## src/rtl/stb_sweep_pkg.sv

```systemverilog
// Shared types for the strobe delay sweep: controller states and the
// (delay, hits) point reported to firmware.
package stb_sweep_pkg;

    localparam int T_CNT_WIDTH = 32;
    localparam int CNT_WIDTH   = 16;

    typedef enum logic [1:0] {
        IDLE,
        ARM,
        COUNT,
        REPORT
    } state_t;

    typedef struct packed {
        logic [T_CNT_WIDTH-1:0] delay;
        logic [CNT_WIDTH-1:0]   hits;
    } point_t;

endpackage

```

## src/rtl/stb_sweep_delay_line.sv

```systemverilog
// Rising-edge detector on the incoming strobe plus a loadable countdown that
// emits a single registered pulse delay+1 cycles after the detected edge.
module stb_delay_line #(
    parameter int T_CNT_WIDTH = 32
) (
    input  logic                   clk_i,
    input  logic                   rst_i,
    input  logic                   stb,
    input  logic                   load,
    input  logic                   enable,
    input  logic [T_CNT_WIDTH-1:0] delay,
    output logic                   rise,
    output logic                   pulse,
    output logic                   overrun
);

    logic                   stb_q;
    logic                   pending;
    logic [T_CNT_WIDTH-1:0] cnt;

    assign rise    = stb & ~stb_q;
    assign overrun = rise & pending & enable;

    // Dropping enable (controller left COUNT) cancels any countdown in flight.
    always_ff @(posedge clk_i) begin
        if (rst_i) begin
            stb_q   <= 1'b0;
            pending <= 1'b0;
            pulse   <= 1'b0;
            cnt     <= '0;
        end else begin
            stb_q <= stb;
            if (load) begin
                cnt     <= delay;
                pending <= (delay != '0);
                pulse   <= (delay == '0);
            end else if (enable) begin
                pulse <= pending && (cnt == T_CNT_WIDTH'(1));
                if (pending) begin
                    cnt <= cnt - T_CNT_WIDTH'(1);
                    if (cnt == T_CNT_WIDTH'(1)) begin
                        pending <= 1'b0;
                    end
                end
            end else begin
                pending <= 1'b0;
                pulse   <= 1'b0;
            end
        end
    end

endmodule

```

## src/rtl/stb_sweep.sv

```systemverilog
// Sweeps a delayed copy of stb_gen's strobe across one period, counting
// comparator ones at each delay point and handing (delay, hits) to firmware.
module stb_sweep #(
    parameter int T_CNT_WIDTH = 32,
    parameter int CNT_WIDTH   = 16
) (
    input  logic                   clk_i,
    input  logic                   rst_i,
    input  logic                   start_i,
    input  logic                   stb_i,
    input  logic [T_CNT_WIDTH-1:0] stb_period_i,
    input  logic                   rdy_i,
    input  logic                   sig_i,
    input  logic [T_CNT_WIDTH-1:0] step_i,
    input  logic [CNT_WIDTH-1:0]   n_samples_i,
    output logic                   busy_o,
    output logic                   dstb_o,
    output logic                   pt_valid_o,
    input  logic                   pt_ready_i,
    output logic [T_CNT_WIDTH-1:0] pt_delay_o,
    output logic [CNT_WIDTH-1:0]   pt_hits_o,
    output logic                   done_o,
    output logic                   err_o
);

    import stb_sweep_pkg::*;

    state_t                 state;
    logic [T_CNT_WIDTH-1:0] period;
    logic [T_CNT_WIDTH-1:0] step;
    logic [T_CNT_WIDTH-1:0] delay;
    logic [CNT_WIDTH-1:0]   n_samples;
    logic [CNT_WIDTH-1:0]   hits;
    logic [CNT_WIDTH-1:0]   samples;
    logic [CNT_WIDTH-1:0]   samples_inc;
    logic [T_CNT_WIDTH:0]   next_delay;
    logic                   rise;
    logic                   pulse;
    logic                   overrun;
    logic                   load;
    logic                   enable;

    // One extra bit so the end-of-sweep compare never sees a wrapped delay.
    assign next_delay  = {1'b0, delay} + {1'b0, step};
    assign samples_inc = samples + CNT_WIDTH'(1);
    assign load        = (state == ARM) && rdy_i && rise;
    assign enable      = (state == COUNT) && rdy_i;

    assign dstb_o     = pulse;
    assign pt_delay_o = delay;
    assign pt_hits_o  = hits;

    stb_delay_line #(
        .T_CNT_WIDTH(T_CNT_WIDTH)
    ) u_delay_line (
        .clk_i   (clk_i),
        .rst_i   (rst_i),
        .stb     (stb_i),
        .load    (load),
        .enable  (enable),
        .delay   (delay),
        .rise    (rise),
        .pulse   (pulse),
        .overrun (overrun)
    );

    // Losing rdy_i in any active state means stb_gen restarted under us.
    always_ff @(posedge clk_i) begin
        if (rst_i) begin
            state      <= IDLE;
            period     <= '0;
            step       <= '0;
            delay      <= '0;
            n_samples  <= '0;
            hits       <= '0;
            samples    <= '0;
            busy_o     <= 1'b0;
            pt_valid_o <= 1'b0;
            done_o     <= 1'b0;
            err_o      <= 1'b0;
        end else begin
            done_o <= 1'b0;
            unique case (state)
                IDLE: begin
                    if (start_i) begin
                        if (rdy_i && (stb_period_i != '0) && (step_i != '0) && (n_samples_i != '0)) begin
                            period    <= stb_period_i;
                            step      <= step_i;
                            n_samples <= n_samples_i;
                            delay     <= '0;
                            hits      <= '0;
                            samples   <= '0;
                            err_o     <= 1'b0;
                            busy_o    <= 1'b1;
                            state     <= ARM;
                        end else begin
                            err_o <= 1'b1;
                        end
                    end
                end
                ARM: begin
                    if (!rdy_i) begin
                        err_o  <= 1'b1;
                        busy_o <= 1'b0;
                        state  <= IDLE;
                    end else if (rise) begin
                        state <= COUNT;
                    end
                end
                COUNT: begin
                    if (!rdy_i) begin
                        err_o  <= 1'b1;
                        busy_o <= 1'b0;
                        state  <= IDLE;
                    end else begin
                        if (overrun) begin
                            err_o <= 1'b1;
                        end
                        if (pulse) begin
                            hits    <= hits + CNT_WIDTH'(sig_i);
                            samples <= samples_inc;
                            if (samples_inc == n_samples) begin
                                pt_valid_o <= 1'b1;
                                state      <= REPORT;
                            end else begin
                                state <= ARM;
                            end
                        end
                    end
                end
                REPORT: begin
                    if (!rdy_i) begin
                        err_o      <= 1'b1;
                        busy_o     <= 1'b0;
                        pt_valid_o <= 1'b0;
                        state      <= IDLE;
                    end else if (pt_ready_i) begin
                        pt_valid_o <= 1'b0;
                        if (next_delay >= {1'b0, period}) begin
                            done_o <= 1'b1;
                            busy_o <= 1'b0;
                            state  <= IDLE;
                        end else begin
                            delay   <= next_delay[T_CNT_WIDTH-1:0];
                            hits    <= '0;
                            samples <= '0;
                            state   <= ARM;
                        end
                    end
                end
                default: state <= IDLE;
            endcase
        end
    end

endmodule
```

## config.mk

```make
export PLATFORM = sky130hd
export DESIGN_NAME = stb_sweep
export DESIGN_NICKNAME = d
export VERILOG_FILES = /design/src/rtl/stb_sweep_pkg.sv /design/src/rtl/stb_sweep_delay_line.sv /design/src/rtl/stb_sweep.sv
export SDC_FILE = /design/constraint.sdc
export NUM_CORES = 1
export LEC_CHECK = 0
export ABC_AREA = 1
export CAP_MARGIN = 0
export CORE_ASPECT_RATIO = 1.1
export CORE_MARGIN = 2
export CORE_UTILIZATION = 61
export DETAILED_ROUTE_END_ITERATION = 7
export PLACE_DENSITY_LB_ADDON = 0.12
export SLEW_MARGIN = 5
export SYNTH_ARGS = -nofsm -noshare
export SYNTH_HDL_FRONTEND = slang
export SYNTH_SLANG_ARGS = --single-unit
```

## constraint.sdc

```tcl
create_clock -name clk_i -period 6.2 [get_ports clk_i]
set_input_delay 0.93 -clock clk_i [delete_from_list [all_inputs] [get_ports clk_i]]
set_output_delay 0.93 -clock clk_i [all_outputs]
set_load 0.03 [all_outputs]
```

==> flow_summary.yaml <==
run_status:
  status: "completed"
die:
  initial_utilization: 0.617
  fp.dieArea_mm2: 0.0210
  rows: 54
  die_h_um: 152
  ios: 140
  core-area_mm2: 0.0197
  die_w_um: 138
global_routing:
  grt_usage: 0.344
  grt_max_degree: 80
  antenna_found_initial: 0
  grt_pass1_wl_um: 59200
  grt_pass1_vias: 11800
  grt_overflow: 0
job:
  maxCapViolations: 0
layout:
  fin_nets: 2090
  diodes: 0
  drive_gt1_frac: 0.0515
  seqCellArea_mm2: 0.00370
  syn2layout_area_growth_pct: 16.4
  multiInputGateArea_mm2: 0.00724
  n_fill_cell: 1750
  design_area_mm2: 0.0141
  postLayoutCoreUtil: 0.719
synth:
  synth_xor_area_frac: 0.0375
  synth_compound_area_frac: 0.175
  synthAdderAreaFrac: 0.0769
  syn_area_mm2: 0.0121
  synthCells: 1837
  ys.flop_type: "dfxtp_1"
  synth_nets: 1998
  synth_seq_cells: 185
  ys.warnings.count: 0
  synth_edf_count: 0
  synth_area_per_cell_um2: 6.61
  synthSimpleGateAreaFrac: 0.305
  async_flop_share: 0
  synth_top_family_by_area: "simple AND/OR/NAND/NOR gates"
  muxShareOfSynthArea: 0
  ys_seq_area_frac: 0.305
  synth_cell_types: 50
placed_design:
  routabilityCongestion: 1.04
  dp_hpwl_um: 27900
  place_area_mm2: 0.0136
  port_buffers: 139
  dp_slack_ps: 1020
setup_path:
  crit_type: "flip-flop to flip-flop"
  slowest_delay_ps: 720
  cp_max_fo: 47
  crit_top_cell: "nand2_1"
  cp-start-kind: "flip-flop"
  slowest_stage: "nand2_2"
  arrival_ps: 5680
  cp-end-kind: "flip-flop"
  required_ps: 6560
power_and_ir_drop:
  leakage_nw: 6.18
  totalPowerFinal_mw: 3.12
  p_per_area_mw_per_mm2: 221
  peakVddDrop_v: 0.000188
routing:
  drc: 0
  top_layer_used: "met4"
  wl_met1_um: 15700
  drt_first_pass_iters: 8
  num_vias: 12800
  met3_wirelength_um: 2400
  wl_um: 37500
  routed-wl-met2_um: 17900
  via_per_inst: 5.84
  drt_iter0_markers: 1012
  routedWlPerCell_um: 17.1
  drt.antenna.violating_nets: 0
sta:
  layout_min_cycle_time_ps: 5320
  max_freq_mhz: 188
  fin_ws_ps: 879
  rsz0062_at_grt: "false"
  max_slew_margin: 0.295
  slew_viol_final: 0
  hold_violations: 0
  post-route-period-util: 0.858
  final.setup.tns_ps: 0
  finalSetupViolCount: 0
  fin_skew_ps: 12.2
  worstMarginPinSlew_ps: 1060
clocking:
  ctsResizeCount: 0
  clk_latency_ps: 440
  post_cts_buffers: 0
  clockBufferDepth: 2
  clock_tree.root_cell: "clkbuf_16"
  clock-sinks: 185
  cts.reportedPaths.clkPinSlew_ps: 70
  cts_buffers: 17
  cts.hold.buffers_added: 0
  cts_tree: "yes"
  htree_num_levels: 4
worst_hold_path:
  holdCritPathClass: "flip-flop to flip-flop"
-- through the flow --
step | hold WS, ps | instances
floorplan | 435 | 1837
global placement | 450 | 2162
detailed placement | 455 | 2162
CTS | 465 | 2193
global route | 476 | 2193
finish | 462 | 2193
-- power by group --
| group | leakage (nW) | switching (mW) | internal (mW) |
|---|---|---|---|
| Sequential | 1.51 | 0.0601 | 1.27 |
| Clock | 0.261 | 0.509 | 0.540 |
| Combinational | 4.41 | 0.463 | 0.283 |
| Total | 6.18 | 1.03 | 2.09 |
-- per-layer routing --
layer	vias to the layer above	track usage
li1	6257	-
met5	-	0
met2	506	0.586
met1	5963	0.438
met3	80	0.0495
met4	0	0.142
-- cell usage in the layout, fill, tap and decap left out, types with 2 or more instances in the layout --
cell / count
nand2_1: 386
inv_1: 224
a21oi_1: 188
dfxtp_1: 185
nor2_1: 173
nand3_1: 168
clkdlybuf4s50_1: 138
o21ai_0: 90
ha_1: 73
xor2_1: 45
nor4_1: 33
a31oi_1: 27
nor3_1: 24
a21oi_2: 20
nand4_1: 20
clkbuf_16: 17
buf_4: 12
nand2_2: 10
a21o_1: 9
nor2_2: 8
nand3b_1: 7
xnor2_1: 7
o21bai_1: 7
o21a_1: 6
o21ai_1: 5
o211ai_1: 5
or2_2: 4
nor2_4: 4
clkinv_4: 4
o221ai_1: 3
o22ai_1: 3
clkinvlp_4: 3
a21oi_4: 2
nand2_4: 2
inv_2: 2
and3_1: 2
nor3_4: 2
o311ai_0: 2
clkbuf_8: 2
inv_6: 2
-- final timing paths --
| path | from | to | slack, ps | cells after the start |
|---|---|---|---|---|
| worst max-delay path | pt_delay_o[0] | pt_delay_o[10] | 880 | 29 |
| worst min-delay path | period[2] | period[2] | 460 | 2 |
| worst max register to register | pt_delay_o[0] | pt_delay_o[10] | 880 | 29 |
| worst min register to register | period[2] | period[2] | 460 | 2 |
-- registers in the layout, indices dropped and copies added, names as in the netlist --
register              cells
period                   32
pt_delay_o               32
step                     32
u_delay_line.cnt         32
n_samples                16
pt_hits_o                16
samples                  16
state                     2
busy_o                    1
done_o                    1
err_o                     1
pt_valid_o                1
u_delay_line.pending      1
u_delay_line.pulse        1
u_delay_line.stb_q        1
-- layout make-up --
type | count | area share
sequential | 185 | 0.262
clock inverter | 11 | 0.00646
multi-input combinational | 1347 | 0.512
clock buffer | 20 | 0.0323
tap | 252 | 0.0223
inverter | 227 | 0.0603
timing repair buffer | 151 | 0.104
-- cell families (layout without fill, tap and decap cells) --
| group | Yosys count | in the layout |
|---|---|---|
| and+or+nand+nor | 846 | 846 |
| AOI/OAI and AO/OA | 375 | 375 |
| buffers and inverters | 305 | 409 |
| DFF | 185 | 185 |
| adders and majority gates | 74 | 74 |
| xor gates and xnor gates | 52 | 52 |
-- critical path, delay by kind of cell, from the launching register on --
kind | cells | cell delay, ps
xor gates and xnor gates | 1 | 280
buffers and inverters | 2 | 140
adders and majority gates | 3 | 870
DFF | 1 | 390
AOI/OAI and AO/OA | 3 | 410
and+or+nand+nor | 20 | 3130
-- synthesized netlist by cell type (9+ instances only) --
master,count,area share
nand3_1,168,0.069
nand2_2,10,0.0052
a21oi_1,188,0.078
nor2_1,176,0.054
a31oi_1,27,0.014
buf_2,16,0.0066
nor4_1,33,0.017
nor3_1,25,0.010
clkbuf_1,54,0.017
a21o_1,9,0.0056
xor2_1,45,0.032
dfxtp_1,185,0.31
nand4_1,20,0.010
nand2_1,387,0.12
ha_1,73,0.075
a21oi_2,20,0.014
inv_1,224,0.069
o21ai_0,90,0.037
Power figures use the tool's default switching activity.
